==> config.mk <==
export PLATFORM = sky130hd
export DESIGN_NAME = ucie_ctl_rx_flat
export DESIGN_NICKNAME = d
export VERILOG_FILES = /design/src/rtl/ucie_ctl_pkg.sv /design/src/rtl/ucie_ctl_rx_if.sv /design/src/rtl/ucie_rx_fifo.sv /design/src/rtl/ucie_ctl_rx.sv /design/src/flat_wrapper.sv
export SDC_FILE = /design/constraint.sdc
export NUM_CORES = 1
export LEC_CHECK = 0
export ABC_AREA = 1
export CORE_MARGIN = 2
export CORE_UTILIZATION = 60
export CTS_BUF_LIST = sky130_fd_sc_hd__clkbuf_8
export DETAILED_ROUTE_END_ITERATION = 8
export PLACE_DENSITY_LB_ADDON = 0.2
export SETUP_SLACK_MARGIN = 0.02
export SYNTH_ARGS = -nofsm -noshare
export SYNTH_HDL_FRONTEND = slang
export SYNTH_SLANG_ARGS = --single-unit
==> constraint.sdc <==
create_clock -name i_clk -period 6.5 [get_ports i_clk]
set_input_delay 0.975 -clock i_clk [delete_from_list [all_inputs] [get_ports i_clk]]
set_output_delay 0.975 -clock i_clk [all_outputs]
set_load 0.01 [all_outputs]
==> src/rtl/ucie_ctl_pkg.sv <==
// ucie_ctl_pkg: FSM state type and link-state codes shared by the receive control path.
// Also supplies fallback values for the RX_WIDTH / RX_DEPTH build macros.
`ifndef RX_WIDTH
`define RX_WIDTH 8
`endif
`ifndef RX_DEPTH
`define RX_DEPTH 4
`endif
package ucie_ctl_pkg;
   typedef enum logic [1:0] {ST_IDLE, ST_ACTIVE, ST_FLUSH, ST_ERROR} state_t;
   localparam logic [3:0] LS_RESET  = 4'h0;
   localparam logic [3:0] LS_ACTIVE = 4'h1;
endpackage

==> src/rtl/ucie_ctl_rx_if.sv <==
// ucie_ctl_rx_if: RDI receive, FDI delivery and status signals of ucie_ctl_rx.
// Parity signals exist only when UCIE_RX_PARITY_EN is defined.
`ifndef RX_WIDTH
`define RX_WIDTH 8
`endif
interface ucie_ctl_rx_if #(parameter int DATA_WIDTH_RX = `RX_WIDTH);
   logic [3:0]               i_fdi_pl_state_sts;
   logic                     i_rdi_pl_valid;
   logic [DATA_WIDTH_RX-1:0] i_rdi_pl_data;
   logic                     i_fdi_lp_rx_rdy;
   logic                     o_fdi_pl_valid;
   logic [DATA_WIDTH_RX-1:0] o_fdi_pl_data;
   logic                     o_rx_overf_err;
`ifdef UCIE_RX_PARITY_EN
   logic                     i_rdi_pl_parity;
   logic                     o_rx_parity_err;
   modport slave(input i_fdi_pl_state_sts, i_rdi_pl_valid, i_rdi_pl_data, i_fdi_lp_rx_rdy, i_rdi_pl_parity,
                 output o_fdi_pl_valid, o_fdi_pl_data, o_rx_overf_err, o_rx_parity_err);
   modport master(output i_fdi_pl_state_sts, i_rdi_pl_valid, i_rdi_pl_data, i_fdi_lp_rx_rdy, i_rdi_pl_parity,
                  input o_fdi_pl_valid, o_fdi_pl_data, o_rx_overf_err, o_rx_parity_err);
`else
   modport slave(input i_fdi_pl_state_sts, i_rdi_pl_valid, i_rdi_pl_data, i_fdi_lp_rx_rdy,
                 output o_fdi_pl_valid, o_fdi_pl_data, o_rx_overf_err);
   modport master(output i_fdi_pl_state_sts, i_rdi_pl_valid, i_rdi_pl_data, i_fdi_lp_rx_rdy,
                  input o_fdi_pl_valid, o_fdi_pl_data, o_rx_overf_err);
`endif
endinterface

==> src/rtl/ucie_rx_fifo.sv <==
// ucie_rx_fifo: single-clock first-word-fall-through buffer with full/empty/count.
module ucie_rx_fifo #(
   parameter int W = 8,
   parameter int D = 4,
   localparam int AW = $clog2(D)
) (
   input  logic          clk,
   input  logic          rst,
   input  logic          clr,
   input  logic          push,
   input  logic          pop,
   input  logic [W-1:0]  din,
   output logic [W-1:0]  dout,
   output logic          full,
   output logic          empty,
   output logic [AW:0]   count
);
   logic [W-1:0]  mem [D];
   logic [AW-1:0] wp, rp;
   logic          do_push, do_pop;
   always_comb begin
      full    = count == (AW+1)'(D);
      empty   = count == '0;
      do_pop  = pop && !empty;
      do_push = push && (!full || do_pop);
      dout    = mem[rp];
   end
   always_ff @(posedge clk) begin
      if (rst || clr) begin
         wp    <= '0;
         rp    <= '0;
         count <= '0;
      end else begin
         wp    <= wp + AW'(do_push);
         rp    <= rp + AW'(do_pop);
         count <= count + (AW+1)'(do_push) - (AW+1)'(do_pop);
      end
   end
   always_ff @(posedge clk) if (do_push) mem[wp] <= din;
endmodule

==> src/rtl/ucie_ctl_rx.sv <==
// ucie_ctl_rx: link-state gated receive path from RDI to FDI with overflow detection.
// Build option UCIE_RX_PARITY_EN adds an even-parity check on each written beat.
`ifndef RX_WIDTH
`define RX_WIDTH 8
`endif
`ifndef RX_DEPTH
`define RX_DEPTH 4
`endif
module ucie_ctl_rx import ucie_ctl_pkg::*; #(
   parameter logic [3:0] UCIE_ACTIVE   = LS_ACTIVE,
   parameter int         DATA_WIDTH_RX = `RX_WIDTH,
   parameter int         FIFO_DEPTH_RX = `RX_DEPTH
) (
   input logic           i_clk,
   input logic           i_rst,
   ucie_ctl_rx_if.slave  bus
);
   localparam int CW = $clog2(FIFO_DEPTH_RX) + 1;
   state_t                   state, state_nxt;
   logic                     full, empty, is_act, wr, pop, ovf, push, clr_err;
   logic [CW-1:0]            count;
   logic [DATA_WIDTH_RX-1:0] fifo_data;
   always_comb begin
      is_act             = bus.i_fdi_pl_state_sts == UCIE_ACTIVE;
      wr                 = state == ST_ACTIVE && bus.i_rdi_pl_valid;
      bus.o_fdi_pl_valid = (state == ST_ACTIVE || state == ST_FLUSH) && !empty;
      pop                = bus.o_fdi_pl_valid && bus.i_fdi_lp_rx_rdy;
      ovf                = wr && full && !pop;
      push               = wr && !ovf;
      clr_err            = state == ST_ERROR && bus.i_fdi_pl_state_sts == LS_RESET;
      bus.o_fdi_pl_data  = bus.o_fdi_pl_valid ? fifo_data : '0;
      state_nxt          = state;
      unique case (state)
         ST_IDLE:   state_nxt = is_act ? ST_ACTIVE : ST_IDLE;
         ST_ACTIVE: state_nxt = ovf ? ST_ERROR : is_act ? ST_ACTIVE : ST_FLUSH;
         ST_FLUSH:  state_nxt = is_act ? ST_ACTIVE : count == '0 ? ST_IDLE : ST_FLUSH;
         ST_ERROR:  state_nxt = clr_err ? ST_IDLE : ST_ERROR;
         default:   state_nxt = ST_IDLE;
      endcase
   end
   always_ff @(posedge i_clk) state <= i_rst ? ST_IDLE : state_nxt;
   always_ff @(posedge i_clk) begin
      if (i_rst || clr_err) bus.o_rx_overf_err <= 1'b0;
      else if (ovf) bus.o_rx_overf_err <= 1'b1;
   end
`ifdef UCIE_RX_PARITY_EN
   always_ff @(posedge i_clk) begin
      if (i_rst || clr_err) bus.o_rx_parity_err <= 1'b0;
      else if (push && ((^bus.i_rdi_pl_data) != bus.i_rdi_pl_parity)) bus.o_rx_parity_err <= 1'b1;
   end
`endif
   // an overflow empties the buffer at the same edge the FSM enters ERROR
   ucie_rx_fifo #(.W(DATA_WIDTH_RX), .D(FIFO_DEPTH_RX)) u_fifo (
      .clk(i_clk), .rst(i_rst), .clr(ovf), .push(push), .pop(pop),
      .din(bus.i_rdi_pl_data), .dout(fifo_data), .full(full), .empty(empty), .count(count)
   );
endmodule

==> src/flat_wrapper.sv <==
// flat-port wrapper written by rule: the top's interface ports become plain ports
module ucie_ctl_rx_flat import ucie_ctl_pkg::*;
#(
   parameter logic [3:0] UCIE_ACTIVE   = LS_ACTIVE,
   parameter int         DATA_WIDTH_RX = `RX_WIDTH,
   parameter int         FIFO_DEPTH_RX = `RX_DEPTH
)
  (i_clk, i_rst, bus_i_fdi_pl_state_sts, bus_i_rdi_pl_valid, bus_i_rdi_pl_data, bus_i_fdi_lp_rx_rdy, bus_o_fdi_pl_valid, bus_o_fdi_pl_data, bus_o_rx_overf_err);
  ucie_ctl_rx_if #(.DATA_WIDTH_RX(DATA_WIDTH_RX)) bus_i ();
  input logic i_clk;
  input logic i_rst;
  input wire logic [$bits(bus_i.i_fdi_pl_state_sts)-1:0] bus_i_fdi_pl_state_sts;
  input wire logic [$bits(bus_i.i_rdi_pl_valid)-1:0] bus_i_rdi_pl_valid;
  input wire logic [$bits(bus_i.i_rdi_pl_data)-1:0] bus_i_rdi_pl_data;
  input wire logic [$bits(bus_i.i_fdi_lp_rx_rdy)-1:0] bus_i_fdi_lp_rx_rdy;
  output wire logic [$bits(bus_i.o_fdi_pl_valid)-1:0] bus_o_fdi_pl_valid;
  output wire logic [$bits(bus_i.o_fdi_pl_data)-1:0] bus_o_fdi_pl_data;
  output wire logic [$bits(bus_i.o_rx_overf_err)-1:0] bus_o_rx_overf_err;
  assign bus_i.i_fdi_pl_state_sts = bus_i_fdi_pl_state_sts;
  assign bus_i.i_rdi_pl_valid = bus_i_rdi_pl_valid;
  assign bus_i.i_rdi_pl_data = bus_i_rdi_pl_data;
  assign bus_i.i_fdi_lp_rx_rdy = bus_i_fdi_lp_rx_rdy;
  assign bus_o_fdi_pl_valid = bus_i.o_fdi_pl_valid;
  assign bus_o_fdi_pl_data = bus_i.o_fdi_pl_data;
  assign bus_o_rx_overf_err = bus_i.o_rx_overf_err;
  ucie_ctl_rx #(.UCIE_ACTIVE(UCIE_ACTIVE), .DATA_WIDTH_RX(DATA_WIDTH_RX), .FIFO_DEPTH_RX(FIFO_DEPTH_RX)) u_core (.i_clk(i_clk), .i_rst(i_rst), .bus(bus_i));
endmodule
* Yosys cells after proc, flatten, opt, wreduce, memory -nomap -nowiden *
Memories as Yosys holds them, arrays and structs flattened. A register that Yosys moved wholly into a read port is not among the register bits.
Index checks and enable logic that the tools add are counted.
W data, S select, Z words.

storage, ports and cells
  register bits after elaboration = 10
  bits in latches = 0
  bits in writable memories = 32
  memory bits (read-only) = 0
  input port bits = 16
  output and inout port bits = 10
  word-level logic and storage cells = 46
  memories kept = 1

memory list
  memory             words  bits a word  rd ports  clocked after Yosys merged registers in  wr ports  line                source
  u_core.u_fifo.mem  4      8            1         1                                        1         ucie_rx_fifo.sv:18  logic [W-1:0] mem [D];

cells by class
  add/subtract/negate cells = 4
  $mul = 0
  divide/modulo/power cells = 0
  order comparisons = 0
  eq/ne operators = 5
  shift-type cells = 0
  multiplexer cells = 11
  bitwise gates (word level) = 0
  reduce and logical (&&, ||, !) cells = 20

operators with widths
  kind                  count
  $mux W2               6
  $logic_and A1 B1 Y1   9
  $mux W8               1
  $pmux W2 S4           1
  $add A2 B1 Y2         2
  $eq A2 B2 Y1 const B  2
  $eq A4 B1 Y1 const B  1
  $logic_not A1 Y1      4
  $logic_not A4 Y1      1
  $logic_or A1 B1 Y1    4
  $add A3 B1 Y3         1
  $eq A3 B3 Y1 const B  1
  $logic_not A3 Y1      1
  $mux W1               3
  $sub A3 B1 Y3         1
  $eq A2 B1 Y1 const B  1
  $logic_not A2 Y1      1

* Depth between registers and ports, before layout *
  depth after elaboration = 11
  depth in mapped cells = 14
  mapped depth without buffers = 14

* Modules after synthesis *
From an unflattened synthesis, not the netlist that was laid out.

unflattened totals
  cell total of the unflattened synthesis = 209
  area, all modules = 2,018.2 um^2

by module, submodules not included
  module        instances  cells each  area each (um^2)  seq. area each (um^2)
  ucie_rx_fifo  1          149         1,669.1           1,101.1
  ucie_ctl_rx   1          60          349.1             60.1

* Least setup slack after synthesis *
No wires, ideal clock.

  path type = input to register
  from = in bus_i_rdi_pl_valid
  to = reg u_core.u_fifo.count[2]
  setup time = 0.062 ns
  data arrival time = 2.465 ns
  path slack = 3.973 ns
  stages = 12
  cell sequence = nand2_1 -> nor2_1 -> nand2_2 -> nand3_1 -> ha_1 -> inv_1 -> ha_1 -> inv_1 -> fa_1 -> xnor2_1 -> inv_1 -> nor2_2

on the way
  cells in the longest elaborated chain, start to end = 8
  elaborated cells on any way between the ends = 9
  those cells by class = 2 x add/sub; 7 x reduce/logical

ends and longest elaborated chain
  item                              line                source
  start: declaration                flat_wrapper.sv:13  input wire logic [$bits(bus_i.i_rdi_pl_valid)-1:0] bus_i_rdi_pl_valid;
  $logic_and A1 B1 Y1 (*)           ucie_ctl_rx.sv:25   wr = state == ST_ACTIVE && bus.i_rdi_pl_valid;
  $logic_and A1 B1 Y1 (2 in a row)  ucie_ctl_rx.sv:28   ovf = wr && full && !pop;
  $logic_not A1 Y1                  ucie_ctl_rx.sv:29   push = wr && !ovf;
  $logic_and A1 B1 Y1               ucie_ctl_rx.sv:29
  $logic_and A1 B1 Y1               ucie_rx_fifo.sv:25  do_push = push && (!full || do_pop);
  $add A3 B1 Y3                     ucie_rx_fifo.sv:36  count <= count + (AW+1)'(do_push) - (AW+1)'(do_pop);
  $sub A3 B1 Y3                     ucie_rx_fifo.sv:36
  end signal: assignment            ucie_rx_fifo.sv:36
  end: declaration                  ucie_rx_fifo.sv:16  output logic [AW:0] count

Mark *: on every way between the ends. The rest lies on a longest branch, timed or not.
A chain may end at the register's enable or synchronous reset.

==> results.toml <==
[route]
wire_per_inst_microns = 14.5
vias = 1251
post-route-drc-count = 0
first_pass_iters = 4
wl_mm = 3.49
drt_iter0_drc = 30
avgViaCountPerCell = 5.21
ant_nets = 0

[global_routing]
global_route.usage.met1_pct = 22.7
busiest_layer = "met2"
grt_usage_pct = 22.7
grt_first_pass_wirelength_mm = 5.70
grt_pass1_vias = 1336
grt_util_met2_pct = 43.8
gr-usage-met3_pct = 7.36
antenna_found_initial = 0
grt_max_degree = 19
gr-total-overflow = 0

[cts]
cts_tree = "built"
clock_latency_ns = 0.29
clock-root-buffer = "clkbuf_8"
ctsResizeCount = 0
post_cts_buffers = 0
clk_pin_slew_ns = 0.07
postCtsHoldBufs = 0
cts_sinks = 42
numCtsBuffers = 5
clock_tree.buffer_depth = 2
cts-htree-levels = 2

[setup_path]
setup.worst_path.end_class = "primary output"
r2r_slack_ns = 4.00
cp_max_fo = 18
crit_type = "reg2out"
cp-start-kind = "flop"
r2r-start = "u_core.state[0]"
reg2reg_depth = 13
r2r_end = "u_core.u_fifo.count[2]"
arrival_ns = 2.16
worstPathRequired_ns = 5.52

[synthesis]
synth_cells = 175
muxShareOfSynthArea_pct = 0
synth_compound_area_share_pct = 6.98
synth_top_family_by_area = "simple AND/OR/NAND/NOR gates"
synth.distinct_cells = 23
syn_nets = 200
yosys-top-cells-count = "nor2_1 (39), edfxtp_1 (32), inv_1 (17), o21ai_0 (17), dfxtp_1 (10)"
synth_edf_count = 32
synth_flop_cell = "edfxtp_1"
synth_most_common_cell = "nor2_1"
synth_top_area_cell = "edfxtp_1"
synth_area_per_cell_sq_um = 10.6
yosysSeqAreaShare_pct = 62.3
syn_area_sq_um = 1860
synth_fa_ha_area_share_pct = 6.45
synth_top_area_share_pct = 51.6
synthXorXnorAreaFrac_pct = 1.88
async_reset_ff_share_pct = 0
synthTopCellsByArea = "edfxtp_1 (52%), dfxtp_1 (11%), nor2_1 (7.9%)"
yosys.area_share.simple_pct = 16.7
synth-seq-cells = 42
ys_warn_count = 0

[placed_design]
portBuffers = 25
dp.cells = 232
gp_congestion = 0.732
place_area_sq_um = 2150
dp_hpwl_mm = 2.34

[power]
switchingPower_mw = 0.0873
power_frac_clock_pct = 38.6
intPower_mw = 0.410
p_seq_share_pct = 58.1
combPwrFrac_pct = 3.3
ir_drop_v = 0.000140
leakagePower_nw = 0.853
powerDensity_nw_per_um2 = 220
switching_share_pct = 17.6

[sta]
rsz0062_at_grt = "no"
skew_ns = 0.00269
setup_tns_ns = 0
finalSetupViolations = 0
tightest_slew_ns = 0.679
holdWs_ns = 0.508
slew_headroom_pct = 54.7
max_freq_mhz = 319
post-route-period-util_pct = 48.2
min_period_ns = 3.13
maxSlewViolCount = 0
finalHoldViolations = 0

[floorplan]
initial_core_util_pct = 62.0
io_pins = 26
rows = 20
core_sq_um = 3000
die_height_microns = 59.7
die_area_sq_um = 3570
die_x_microns = 59.7

[layout]
layout-drive-gt1-share_pct = 11.6
fin_cells = 240
nets = 231
fin_area_sq_um = 2260
fillers = 213
antenna_cells = 0
syn2layout_area_growth_pct = 21.4

[worst_hold_path]
hold_depth = 2
min_from = "u_core.bus.o_rx_overf_err"
whs_endpoint = "u_core.bus.o_rx_overf_err"
min_path_type = "reg2reg"

[run]
cap_violations = 0

[status]
status = "complete, no violations"
## worst max-delay path by stage
| stage | to | cells past startpoint | startpoint |
|---|---|---|---|
| after floorplan | u_core.u_fifo.count[2] | 12 | bus_i_rdi_pl_valid |
| after global placement | u_core.u_fifo.count[2] | 13 | bus_i_rdi_pl_valid |
| after detailed placement | u_core.u_fifo.count[2] | 13 | bus_i_rdi_pl_valid |
| after CTS | bus_o_fdi_pl_data[2] | 4 | u_core.u_fifo.rp[0] |
| after global routing | bus_o_fdi_pl_data[2] | 4 | u_core.u_fifo.rp[0] |
| final | bus_o_fdi_pl_data[2] | 4 | u_core.u_fifo.rp[0] |
## registers in the layout, indices dropped and copies added, names as in the netlist
register,flops
u_core.u_fifo.mem,32
u_core.u_fifo.count,3
u_core.state,2
u_core.u_fifo.rp,2
u_core.u_fifo.wp,2
u_core.bus.o_rx_overf_err,1
## cells in the final DEF, fill, tap and decap left out, types with 2 or more instances in the layout
cell type and count:
nor3_1 6, a21oi_1 9, nor2_2 6, ha_1 8
clkbuf_8 5, o21ai_0 17, buf_4 4, nand2_2 2
nand2_1 9, dfxtp_1 10, xnor2_1 4, nand3_1 2
nor2_1 39, inv_2 3, edfxtp_1 32, inv_1 19
clkdlybuf4s50_1 25
## cell families (layout without fill, tap and decap cells)
group,after synthesis,in the layout
simple gates,69,69
flops,42,42
compound gates,26,26
buf+inv,25,57
fa+ha+maj,9,9
xor+xnor,4,4
## final cells by class
cell class	count	area (sq um)	area share [%]
Inverter	20	75.1	3.32
Timing Repair Buffer	29	280	12.4
Sequential cell	42	1160	51.4
Tap cell	33	41.3	1.83
Clock buffer	5	68.8	3.04
Multi-Input combinational cell	108	597	26.4
Clock inverter	3	37.5	1.66
## power groups by stage
| stage | logic, mW | registers [mW] | clock network (mW) |
|---|---|---|---|
| after floorplan | 0.00477 | 0.295 | 0 |
| after global placement | 0.0155 | 0.295 | 0 |
| after detailed placement | 0.0162 | 0.295 | 0 |
| after CTS | 0.0164 | 0.289 | 0.196 |
| after global routing | 0.0178 | 0.289 | 0.205 |
| final | 0.0163 | 0.289 | 0.192 |
## per-stage QoR
| step | utilization, % | setup slack, ns | power (mW) |
|---|---|---|---|
| final | 75.3 | 3.37 | 0.497 |
| after global routing | 75.3 | 3.22 | 0.512 |
| after CTS | 75.3 | 3.36 | 0.501 |
| after detailed placement | 71.8 | 3.25 | 0.311 |
| after global placement | 71.8 | 3.43 | 0.310 |
| after floorplan | - | 3.97 | 0.300 |
## routing by layer
layer,vias up,part of all wire (%)
met4,0,1.6
met1,575,39
li1,643,-
met3,8,5.0
met5,-,0
met2,25,54
## critical path: stages (launching register included)
cell and delay [ns]:
dfxtp_1 0.76, inv_2 0.26, o21ai_0 0.25, a21oi_1 0.10, clkdlybuf4s50_1 0.49
(Power assumes the default switching activity.)
==> edit 1, RTL diff (same flow settings) <==
Re-encode `state_t` (4 states) as one-hot, 4 bits wide.
--- a/src/rtl/ucie_ctl_pkg.sv
+++ b/src/rtl/ucie_ctl_pkg.sv
@@ -9,3 +9,3 @@
 package ucie_ctl_pkg;
-   typedef enum logic [1:0] {ST_IDLE, ST_ACTIVE, ST_FLUSH, ST_ERROR} state_t;
+   typedef enum logic [3:0] {ST_IDLE = 4'b0001, ST_ACTIVE = 4'b0010, ST_FLUSH = 4'b0100, ST_ERROR = 4'b1000} state_t;
    localparam logic [3:0] LS_RESET  = 4'h0;
Formal check against the unedited RTL: same outputs for any inputs over 10 cycles, from zero or initial values and one cycle with i_rst high; not proved beyond that.
==> edit 1 against the unedited design <==
  * Synthesized area up 5.7%
  * Critical path depth up 1
  * Wire length up 14%
  * Critical path type unchanged
  * Clock power up 8%
  * Worst setup slack worse by 66 ps
  * Fmax down 2.1%
  * Cell count up 13%
  * Cell area up 4.7%
  * Total power up 5.7%
  * Combinational power up 9.8%
  * Critical endpoint is now bus_o_fdi_pl_data[3]
  * Sequential cell count up 2
  * Sequential share of layout area down 0.62 points
  * Non-clock buffer count down 4
==> edit 1: results (changes against the unedited design) <==
| Metric | Value |
|---|---|
| Share of cells above drive strength 1 | 0.115 (was 0.116) |
| Post-synth cell types | 24 (was 23) |
| # nets final | 246 (was 231) |
| Filler Cells Inserted | 212 (was 213) |
| Dpl hpwl | 2800 um (was 2340 um) |
| GP Congestion | 0.762 (was 0.732) |
| ClkCell Share | 0.0470 (about the same) |
| GRT Util Overall | 0.239 (was 0.227) |
| Post-Route M1 WL | 1570 um (was 1360 um) |
| Switching part of the total | 0.193 (was 0.176) |
| Vias in the first global route | 1449 (was 1336) |
| Placed instance area | 0.00226 sq mm (was 0.00215 sq mm) |
| Post-synth top cells | 47 x nor2_1, 32 x edfxtp_1, 21 x inv_1 (was 39 x nor2_1, 32 x edfxtp_1, 17 x inv_1, 17 x o21ai_0, 10 x dfxtp_1) |
| Slew headroom | 0.568 (was 0.547) |
| Invs w/o clock | 24 (was 20) |
| Per-cell routed wire length | 14.7 um (was 14.5 um) |
| Outcome | completed (unchanged) |
| Initial drt markers | 72 (was 30) |
| Routed wl met2 | 2130 um (was 1900 um) |
| Crit-path max FO | 10 (was 18) |
| Post-Synthesis Cells | 197 (was 175) |
| Register area | 0.00120 sq mm (was 0.00116 sq mm) |
| Post-Synth XOR/XNOR Area | 0.0178 (was 0.0188) |
| Layout non-clock buf frac | 0.106 (was 0.124) |
| Post-synth net total | 218 (was 200) |
| Max IR drop VDD | 228 uV (was 140 uV) |
| Clock power frac | 0.393 (was 0.386) |
| Compound-gate portion of the synthesized area | 0.0889 (was 0.0698) |
| Leak | 0.861 nW (was 0.853 nW) |
| Dpl cells | 262 (was 232) |
edit 1: cell count changes after synthesis, sizes merged, moves of 5 or more:
cell / unedited run / this run
nand3: 3 / 8
a21oi: 9 / 14
nor2: 46 / 54
nand2: 11 / 19
nor3: 6 / 1
edit 1: worst max-delay path: stages (launching register included):
cell             delay, ps
dfxtp_1                600
inv_1                  270
nor2_1                 190
o21ai_0                130
a21oi_1                160
clkdlybuf4s50_1        560
edit 1: per-stage QoR:
| stage | worst slack (ps) | utilization | hold WS [ps] |
|---|---|---|---|
| after floorplan | 3990 | - | 503 |
| after global placement | 3500 | 0.733 | 460 |
| after detailed placement | 3430 | 0.733 | 522 |
| after CTS | 3300 | 0.769 | 547 |
| after global routing | 3150 | 0.769 | 554 |
| final | 3300 | 0.769 | 540 |
edit 1: per-layer routing:
metal / GRT usage / vias up
met4: 0.121 / 0
met3: 0.0777 / 8
met2: 0.433 / 42
li1: - / 709
met5: 0 / -
met1: 0.246 / 672
==> edit 2, RTL diff (same settings) <==
Made on the original files. `RX_DEPTH`: 4 -> 8.
--- a/src/rtl/ucie_ctl_pkg.sv
+++ b/src/rtl/ucie_ctl_pkg.sv
@@ -6,3 +6,3 @@
 `ifndef RX_DEPTH
-`define RX_DEPTH 4
+`define RX_DEPTH 8
 `endif
Formal check against the unedited RTL: not equivalent (a bounded check fails within 10 cycles, from zero or initial values and one cycle with i_rst high).
==> edit 2 against the unedited design <==
  * Cell area is 74% higher
  * Clock power is 95% higher
  * Wire length is 86% higher
  * Worst setup slack worse by 910 ps
  * Sequential cell count is 35 higher
  * Combinational power is 25% higher
  * Synthesized cell count is 87% higher
  * Fmax is 22% lower
  * Synthesized area is 85% higher
  * Non-clock buffer count is 4 higher
  * First-iteration DRC count grew to 3.8 times the old value
  * Total power is 87% higher
  * Critical endpoint is now bus_o_fdi_pl_data[6]
  * Highest routed layer unchanged
==> edit 2: results (changes against the unedited design) <==
| Metric | Value |
|---|---|
| Outcome | completed (unchanged) |
| Initial drt markers | 114 (was 30) |
| Non-filler cells, final | 437 (was 240) |
| First-pass GRT wire length | 10300 um (was 5700 um) |
| # nets final | 391 (was 231) |
| Via count | 2286 (was 1251) |
| Dpl hpwl | 4140 um (was 2340 um) |
| Routed wl met2 | 3350 um (was 1900 um) |
| R2R Setup Slk | 4160 ps (was 4000 ps) |
| Crit-path max FO | 34 (was 18) |
| Met3 Resource Use GR | 0.0407 (was 0.0736) |
| Internal Pwr Total | 754 uW (was 410 uW) |
| Worst Max-Slew Pin Slew | 1190 ps (was 679 ps) |
| Htree depth | 3 (was 2) |
| Clock power frac | 0.403 (was 0.386) |
| Setup WS pre-CTS | 2860 ps (was 3250 ps) |
| Register area share after synthesis | 0.633 (was 0.623) |
| M2 GR Usage | 0.392 (was 0.438) |
| GRT Util Overall | 0.228 (was 0.227) |
| EDFF count, synth | 64 (was 32) |
| Avg Inst Size Synth | 10.5 sq um (was 10.6 sq um) |
| Critical Path End | bus_o_fdi_pl_data[6] (was bus_o_fdi_pl_data[2]) |
| GR Util met1 | 0.278 (was 0.227) |
| Placed instance area | 0.00373 sq mm (was 0.00215 sq mm) |
| Max IR drop VDD | 161 uV (was 140 uV) |
| Overall Power | 928 uW (was 497 uW) |
| Worst-skew pair later-pin latency | 340 ps (was 290 ps) |
| Post-synth top cells | 93 x nor2_1, 64 x edfxtp_1, 36 x nand2_1 (was 39 x nor2_1, 32 x edfxtp_1, 17 x inv_1, 17 x o21ai_0, 10 x dfxtp_1) |
| Largest net degree at the start of global routing | 35 (was 19) |
| Leak | 1.47 nW (was 0.853 nW) |
| Post-synth net total | 359 (was 200) |
| Number of buffers created by CTS | 9 (was 5) |
| GP Congestion | 0.713 (was 0.732) |
| Post-Route M1 WL | 2650 um (was 1360 um) |
| Final Skew | 10.7 ps (was 2.69 ps) |
| CP max stage delay | 1120 ps (was 760 ps) |
| Largest registers | u_core.u_fifo.mem: 64 flops, u_core.u_fifo.count: 4 flops (was u_core.u_fifo.mem: 32 flops, u_core.u_fifo.count: 3 flops) |
| Top area cells in the synthesized netlist | edfxtp_1 56%, nor2_1 10%, dfxtp_1 7.5% (was edfxtp_1 52%, dfxtp_1 11%, nor2_1 7.9%) |
| Dpl cells | 421 (was 232) |
| Worst Path Arrival | 3060 ps (was 2160 ps) |
| Logic pwr share | 0.022 (was 0.033) |
| Post-CTS setup repair buffer count | 0 (unchanged) |
| Fin Hold WS | 448 ps (was 508 ps) |
| Period utilization | 0.621 (was 0.482) |
| Clock transition at the registers of the reported paths | 70 ps (about the same) |
| Filler Cells Inserted | 414 (was 213) |
| Reg2reg path depth | 11 (was 13) |
==> edit 2: cell types whose count changed after synthesis, sizes merged, moves of 7 or more <==
| cell | change |
|---|---|
| edfxtp | +32 |
| buf | +8 |
| nand3 | +10 |
| inv | +7 |
| nor2 | +49 |
| o21ai | +15 |
| nand2 | +28 |
==> edit 2: cells by family after synthesis <==
| kind of cell | synth area share |
|---|---|
| xor gates and xnor gates | 0.00762 |
| buffers and inverters | 0.0639 |
| DFF | 0.633 |
| AOI/OAI and AO/OA | 0.0523 |
| adders and majority gates | 0.0566 |
| and+or+nand+nor | 0.187 |
==> edit 2: cell type report <==
cell class,count,area [sq um],area share
clock inverter,7,80.1,0.0203
timing repair buffer,33,310,0.0788
inverter,28,108,0.0273
clock buffer,9,124,0.0314
sequential,77,2180,0.554
multi-input combinational,211,1040,0.265
tap,72,90.1,0.0229
